===== config.mk =====
export PLATFORM = sky130hd
export DESIGN_NAME = uart_tx_interface_pong_flat
export DESIGN_NICKNAME = d
export VERILOG_FILES = /design/src/rtl/uart_tx_interface_pong_if.sv /design/src/rtl/uart_tx_interface_pong.sv /design/src/flat_wrapper.sv
export SDC_FILE = /design/constraint.sdc
export NUM_CORES = 1
export LEC_CHECK = 0
export CELL_PAD_IN_SITES_DETAIL_PLACEMENT = 1
export CELL_PAD_IN_SITES_GLOBAL_PLACEMENT = 1
export CORE_AREA = 2 2 73 75
export DETAILED_ROUTE_END_ITERATION = 12
export DIE_AREA = 0 0 75 77
export HOLD_SLACK_MARGIN = 0.02
export PLACE_DENSITY_LB_ADDON = 0.1
export SYNTH_ARGS = -nofsm -noshare
export SYNTH_HDL_FRONTEND = slang
export SYNTH_SLANG_ARGS = --single-unit

===== constraint.sdc =====
create_clock -name clk -period 3.9 [get_ports clk]
set_input_delay 0.975 -clock clk [delete_from_list [all_inputs] [get_ports clk]]
set_output_delay 0.975 -clock clk [all_outputs]
set_load 0.01 [all_outputs]

===== src/rtl/uart_tx_interface_pong_if.sv =====
// Bundle of the producer-side write port and the UART_TX handshake used by
// uart_tx_interface_pong. The buffer connects through the slave modport; the
// producer/UART environment connects through the master modport.
interface uart_tx_interface_pong_if #(
  parameter int DEPTH_LOG2 = 2
) ();

  // Producer side
  logic                  wr_en;
  logic [7:0]            wr_data;
  logic                  full;
  logic                  overflow;
  logic [DEPTH_LOG2:0]   count;

  // UART_TX side
  logic                  tx_start;
  logic [7:0]            tx_data;
  logic                  tx_done_tick;

  modport master (
    output wr_en,
    output wr_data,
    output tx_done_tick,
    input  full,
    input  overflow,
    input  count,
    input  tx_start,
    input  tx_data
  );

  modport slave (
    input  wr_en,
    input  wr_data,
    input  tx_done_tick,
    output full,
    output overflow,
    output count,
    output tx_start,
    output tx_data
  );

endinterface


===== src/rtl/uart_tx_interface_pong.sv =====
// Transmit-side buffer between the Crypter and UART_TX.
// Bytes are queued in a small circular FIFO and handed to UART_TX one at a
// time: a byte is popped into tx_data, announced with a one-cycle tx_start,
// and the block then waits for tx_done_tick before popping the next one.
// Completion of the end-of-transmission byte is flagged on eot_sent so the
// pong loop can close. All outputs come straight from registers.
module uart_tx_interface_pong #(
  parameter int         DEPTH_LOG2 = 2,
  parameter logic [7:0] EOT_BYTE   = 8'h04
) (
  input  logic                          clk,
  input  logic                          rst,       // asynchronous, active-low
  uart_tx_interface_pong_if.slave       bus,
  output logic                          busy,
  output logic                          eot_sent
);

  localparam int DEPTH = 1 << DEPTH_LOG2;

  localparam logic [DEPTH_LOG2:0]   CNT_ZERO  = (DEPTH_LOG2 + 1)'(1'b0);
  localparam logic [DEPTH_LOG2:0]   CNT_ONE   = (DEPTH_LOG2 + 1)'(1'b1);
  localparam logic [DEPTH_LOG2:0]   CNT_FULL  = (DEPTH_LOG2 + 1)'(DEPTH);
  localparam logic [DEPTH_LOG2-1:0] PTR_ZERO  = DEPTH_LOG2'(1'b0);
  localparam logic [DEPTH_LOG2-1:0] PTR_ONE   = DEPTH_LOG2'(1'b1);

  // Transfer sequencer states. LOAD is the single cycle in which tx_start is
  // high; WAIT_DONE holds tx_data stable until UART_TX reports completion.
  localparam logic [1:0] ST_IDLE      = 2'd0;
  localparam logic [1:0] ST_LOAD      = 2'd1;
  localparam logic [1:0] ST_WAIT_DONE = 2'd2;

  // FIFO storage and bookkeeping
  logic [7:0]            mem_r [DEPTH];
  logic [DEPTH_LOG2-1:0] wr_ptr_r;
  logic [DEPTH_LOG2-1:0] rd_ptr_r;
  logic [DEPTH_LOG2:0]   count_r;
  logic [DEPTH_LOG2:0]   count_nxt_s;
  logic                  full_r;
  logic                  overflow_r;

  // Sequencer and registered outputs
  logic [1:0]            state_r;
  logic [1:0]            state_nxt_s;
  logic                  tx_start_r;
  logic [7:0]            tx_data_r;
  logic                  busy_r;
  logic                  eot_sent_r;

  // Per-edge events
  logic                  push_s;
  logic                  pop_s;
  logic                  drop_s;
  logic                  done_s;
  logic                  eot_nxt_s;

  // Decode this edge's FIFO events. A write while full is dropped even when a
  // pop frees a slot on the same edge, because fullness is judged on count_r.
  always_comb begin
    push_s    = 1'b0;
    drop_s    = 1'b0;
    pop_s     = 1'b0;
    done_s    = 1'b0;
    eot_nxt_s = 1'b0;
    if (bus.wr_en) begin
      if (full_r) begin
        drop_s = 1'b1;
      end else begin
        push_s = 1'b1;
      end
    end else begin
      push_s = 1'b0;
      drop_s = 1'b0;
    end
    if ((state_r == ST_IDLE) && (count_r != CNT_ZERO)) begin
      pop_s = 1'b1;
    end else begin
      pop_s = 1'b0;
    end
    if ((state_r == ST_WAIT_DONE) && bus.tx_done_tick) begin
      done_s    = 1'b1;
      eot_nxt_s = (tx_data_r == EOT_BYTE);
    end else begin
      done_s    = 1'b0;
      eot_nxt_s = 1'b0;
    end
  end

  // Next occupancy: a simultaneous push and pop leaves the count unchanged.
  always_comb begin
    count_nxt_s = count_r;
    case ({push_s, pop_s})
      2'b10:   count_nxt_s = count_r + CNT_ONE;
      2'b01:   count_nxt_s = count_r - CNT_ONE;
      default: count_nxt_s = count_r;
    endcase
  end

  // Next sequencer state; tx_done_tick outside WAIT_DONE has no effect.
  always_comb begin
    state_nxt_s = state_r;
    case (state_r)
      ST_IDLE: begin
        if (pop_s) begin
          state_nxt_s = ST_LOAD;
        end else begin
          state_nxt_s = ST_IDLE;
        end
      end
      ST_LOAD: begin
        state_nxt_s = ST_WAIT_DONE;
      end
      ST_WAIT_DONE: begin
        if (done_s) begin
          state_nxt_s = ST_IDLE;
        end else begin
          state_nxt_s = ST_WAIT_DONE;
        end
      end
      default: begin
        state_nxt_s = ST_IDLE;
      end
    endcase
  end

  // FIFO storage: accepted bytes land at the write pointer.
  always_ff @(posedge clk or negedge rst) begin
    if (!rst) begin
      for (int i = 0; i < DEPTH; i++) begin
        mem_r[i] <= 8'h00;
      end
    end else if (push_s) begin
      mem_r[wr_ptr_r] <= bus.wr_data;
    end
  end

  // FIFO pointers, occupancy, full flag and sticky overflow.
  always_ff @(posedge clk or negedge rst) begin
    if (!rst) begin
      wr_ptr_r   <= PTR_ZERO;
      rd_ptr_r   <= PTR_ZERO;
      count_r    <= CNT_ZERO;
      full_r     <= 1'b0;
      overflow_r <= 1'b0;
    end else begin
      if (push_s) begin
        wr_ptr_r <= wr_ptr_r + PTR_ONE;
      end
      if (pop_s) begin
        rd_ptr_r <= rd_ptr_r + PTR_ONE;
      end
      if (drop_s) begin
        overflow_r <= 1'b1;
      end
      count_r <= count_nxt_s;
      full_r  <= (count_nxt_s == CNT_FULL);
    end
  end

  // Sequencer state and the registered UART-facing outputs. tx_data only
  // changes on a pop, so it stays stable from tx_start until completion.
  always_ff @(posedge clk or negedge rst) begin
    if (!rst) begin
      state_r    <= ST_IDLE;
      tx_start_r <= 1'b0;
      tx_data_r  <= 8'h00;
      busy_r     <= 1'b0;
      eot_sent_r <= 1'b0;
    end else begin
      state_r    <= state_nxt_s;
      tx_start_r <= (state_nxt_s == ST_LOAD);
      busy_r     <= (state_nxt_s != ST_IDLE);
      eot_sent_r <= eot_nxt_s;
      if (pop_s) begin
        tx_data_r <= mem_r[rd_ptr_r];
      end
    end
  end

  assign bus.full     = full_r;
  assign bus.overflow = overflow_r;
  assign bus.count    = count_r;
  assign bus.tx_start = tx_start_r;
  assign bus.tx_data  = tx_data_r;
  assign busy         = busy_r;
  assign eot_sent     = eot_sent_r;

endmodule


===== src/flat_wrapper.sv =====
// flat-port wrapper written by rule: the top's interface ports become plain ports
module uart_tx_interface_pong_flat 
#(
  parameter int         DEPTH_LOG2 = 2,
  parameter logic [7:0] EOT_BYTE   = 8'h04
)
  (clk, rst, busy, eot_sent, bus_wr_en, bus_wr_data, bus_tx_done_tick, bus_full, bus_overflow, bus_count, bus_tx_start, bus_tx_data);
  uart_tx_interface_pong_if #(.DEPTH_LOG2(DEPTH_LOG2)) bus_i ();
  input  logic clk;
  input  logic rst;
  output logic busy;
  output logic eot_sent;
  input wire logic [$bits(bus_i.wr_en)-1:0] bus_wr_en;
  input wire logic [$bits(bus_i.wr_data)-1:0] bus_wr_data;
  input wire logic [$bits(bus_i.tx_done_tick)-1:0] bus_tx_done_tick;
  output wire logic [$bits(bus_i.full)-1:0] bus_full;
  output wire logic [$bits(bus_i.overflow)-1:0] bus_overflow;
  output wire logic [$bits(bus_i.count)-1:0] bus_count;
  output wire logic [$bits(bus_i.tx_start)-1:0] bus_tx_start;
  output wire logic [$bits(bus_i.tx_data)-1:0] bus_tx_data;
  assign bus_i.wr_en = bus_wr_en;
  assign bus_i.wr_data = bus_wr_data;
  assign bus_i.tx_done_tick = bus_tx_done_tick;
  assign bus_full = bus_i.full;
  assign bus_overflow = bus_i.overflow;
  assign bus_count = bus_i.count;
  assign bus_tx_start = bus_i.tx_start;
  assign bus_tx_data = bus_i.tx_data;
  uart_tx_interface_pong #(.DEPTH_LOG2(DEPTH_LOG2), .EOT_BYTE(EOT_BYTE)) u_core (.clk(clk), .rst(rst), .bus(bus_i), .busy(busy), .eot_sent(eot_sent));
endmodule

==> metrics.sh <==
SYN_NETS=165
CRITPATHKIND='in -> reg'
FP.DIEW_UM=75
START_UTIL_PCT=47.21
SYNTHCELLS=147
TRITONCTS_CLOCK_TREE='done'
CLOCK-SINKS=54
POST_DP_CELL_AREA_UM2=2698
DRTANTENNAVIOLNETS=0
FINISH.INSTANCE_AREA_UM2=2774
GRT.MET1_USAGE_PCT=22.13
SYNTH.YOSYS.SEQ_AREA_SHARE_PCT=57.51
ROWS=26
CTS_MADE_BUFFERS=5
AREA_ADDED_BETWEEN_SYNTHESIS_AND_FINISH_PCT=18.05
LAST_WEIGHTED_CONGESTION_VALUE_OF_THE_ROUTABILITY_DRIVEN_PLACER=0.7418
FP.COREAREA_UM2=4977
WL_PER_CELL_UM=18.25
FIN_WORST_SKEW_PS=7.199
CP_DATA_REQUIRED_TIME_PS=4110
REG_TO_REG_SLACK_SETUP_PS=1320
IOPINCOUNT=28
DIE_Y_UM=77
DRT_DRC_VIOLATIONS_LEFT=0
CLOCK_TREE.HTREE_LEVEL_COUNT=2
DRIVE_GT1_SHARE_PCT=35.00
ANTENNA-DIODE-COUNT=0
OVERFLOW=0
GRT_USE_TOTAL_PCT=18.00
HOLD_PATH_CLASS='reg -> reg'
OUTCOME='finished, final reports clean'
POWER_PER_CELL_AREA_nW_PER_UM2=875.2
CTS.REPAIR_TIMING.SETUP_BUFFER_COUNT=0
WORST-PATH-MAX-FANOUT=8
DRV_SLEW=0
ROUTED_WIRELENGTH_UM=4563
GLOBALROUTEMET2UTIL_PCT=30.44
POWER.IR.VDD_WORST_uV=371.0
ROUTE.VIAS.TOTAL=1310
MAX_FREQ_MHz=337.2
COUNT_OF_YOSYS_WARNINGS_DURING_SYNTHESIS=0
MOSTFREQUENTLAYOUTCELLS='dfrtp_1, mux2_2, clkdlybuf4s50_1, mux4_2, mux2_4'
POST-ROUTE-UTIL_PCT=55.73
CTS.HOLD.BUFFERS_ADDED=0
FP.DIEAREA_UM2=5775
CTS_REPAIR_RESIZED_INSTS=0
WORST_SLEW_PIN_SLEW_PS=612.7
FINALHOLDVIOLATIONS=0
CLOCK_PATH_BUFFERS=2
CRIT_PATH_START_KIND='primary input'
WORSTPATHARRIVAL_PS=3180
HOLD_PATH_DEPTH=1
MAXCAPVIOLATIONS=0
NUMBER_OF_GLOBAL_ROUTE_VIAS_BEFORE_REPAIR=1496
DETAIL_ROUTE.FIRST_PASS.ITERATIONS=4
FIRST_ITER_VIOLATIONS=47
YS_SEQ_ELEMENTS=54
TOP_USAGE_LAYER='met2'
SYNTHESIS.AREA_UM2=2350
VIAS_PER_CELL=5.240
LARGEST_NET_DEGREE_AT_THE_START_OF_GLOBAL_ROUTING=29
AVGSYNTHCELLAREA_UM2=15.98
CLOCKROOTBUFFER='clkbuf_8'
REG2REG_DEPTH=9
FINALSETUPTNS_PS=0
LAYOUT_WORST_PATH_CYCLE_SHARE_PCT=76.04
YS_TYPES=29
FIN_NETS=198
FINAL_CELL_COUNT_NO_FILL=250
INSERTION_DELAY_PS=310
MOST_COMMON_CELL_AFTER_LAYOUT_FILL_AND_TAPS_ASIDE='dfrtp_1'
MIN_PERIOD_PS=2966
SETUP_VIOL_COUNT_FINAL=0
MAXSLEWHEADROOM_PCT=59.16
GRT_PASS1_WL_UM=7569
ANTENNA_FOUND_INITIAL=0
GRT_UTIL_MET3_PCT=4.468
SETUP_REPAIR_AFTER_GLOBAL_ROUTING_MISSED_ITS_MARGIN='no'
FILL_CELLS=498
DP_CELLS=243
STATIC-LEAKAGE-POWER_nW=1.198
CLK_PIN_SLEW_WORST_PATHS_PS=90
PLACE_HPWL_UM=3259
SETUP.WORST_PATH.END_CLASS='register'
IO_BUFFER_COUNT=27
## cells in the mapped netlist, drive strengths merged
cell type	n	area, µm²
nand2b	1	6.260
or4b	1	10.01
buf	2	16.26
clkbuf	1	3.750
nor4bb	1	10.01
clkinv	1	8.760
nor3	1	5.000
ha	5	62.56
nor2b	1	6.260
nor2	1	3.750
a21o	1	7.510
xor2	1	8.760
dfrtp	54	1351
nand2	7	36.28
mux4	8	180.2
nor4b	1	8.760
a211oi	1	7.510
xnor2	4	35.03
nor4	1	6.260
mux2i	1	10.01
or3	2	17.52
mux2	41	491.7
fa	1	20.02
o21ai	2	10.01
inv	7	26.28
## layer usage
| layer | up-vias | wire length, µm |
|---|---|---|
| li1 | 587 | - |
| met1 | 687 | 1912 |
| met2 | 26 | 2379 |
| met3 | 10 | 175 |
| met4 | 0 | 96 |
| met5 | - | 0 |
## report_power, final
part,internal (W),switching [W]
clock,0.000124,0.000170
combinational,0.000675,0.000402
sequential,0.000845,0.000213
## layout make-up
cell class                      count  area (µm²)  share of cell area (%)
Clock buffer                        7       76.32                   2.751
Inverter                            8       35.03                   1.263
Multi-Input combinational cell     82       943.4                   34.01
Sequential cell                    54        1351                   48.71
Tap cell                           70       87.58                   3.157
Timing Repair Buffer               29       280.3                   10.10
## logic make-up (layout without fill, tap and decap cells)
family / after synthesis / after routing / share of synthesized area [%]
fa+ha+maj: 6 / 6 / 3.514
flops: 54 / 54 / 57.51
xor+xnor: 5 / 5 / 1.864
mux: 50 / 50 / 29.02
compound gates: 4 / 4 / 1.065
simple gates: 17 / 17 / 4.686
buf+inv: 11 / 44 / 2.343
## path summary, 6_finish.rpt
kind	from	to
min in group asynchronous	rst	u_core.bus.overflow
max	bus_wr_en	u_core.bus.full
max reg2reg	u_core.bus.count[0]	u_core.bus.full
min	u_core.bus.overflow	u_core.bus.overflow
min reg2reg	u_core.bus.overflow	u_core.bus.overflow
max in group asynchronous	rst	u_core.mem_r[15]
## worst max-delay path, cell delays in order
cell             delay, ps
clkdlybuf4s50_1        410
nor2b_1                140
buf_4                  170
inv_1                   60
ha_1                   180
inv_1                   70
fa_1                   380
xor2_1                 170
or3_1                  350
a211oi_1               280
## flip-flops by register name (all words and copies together), names as in the netlist
signal and flops:
u_core.bus.tx_start 1, u_core.rd_ptr_r 2, u_core.eot_sent 1, u_core.bus.count 3
u_core.state_r 2, u_core.bus.full 1, u_core.wr_ptr_r 2, u_core.bus.overflow 1
u_core.bus.tx_data 8, u_core.busy 1, u_core.mem_r 32
## stage by stage
step | setup slack (ps) | power, W | hold slack [ps]
final | 934.3 | 0.002428 | 462.4
after global routing | 818.0 | 0.002602 | 488.1
after CTS | 915.7 | 0.002468 | 468.6
after detailed placement | 587.6 | 0.002170 | 447.6
after global placement | 790.7 | 0.002080 | 437.3
after floorplan | 1249 | 0.001794 | 473.9
Note: power is estimated with default switching activity, not from simulation.
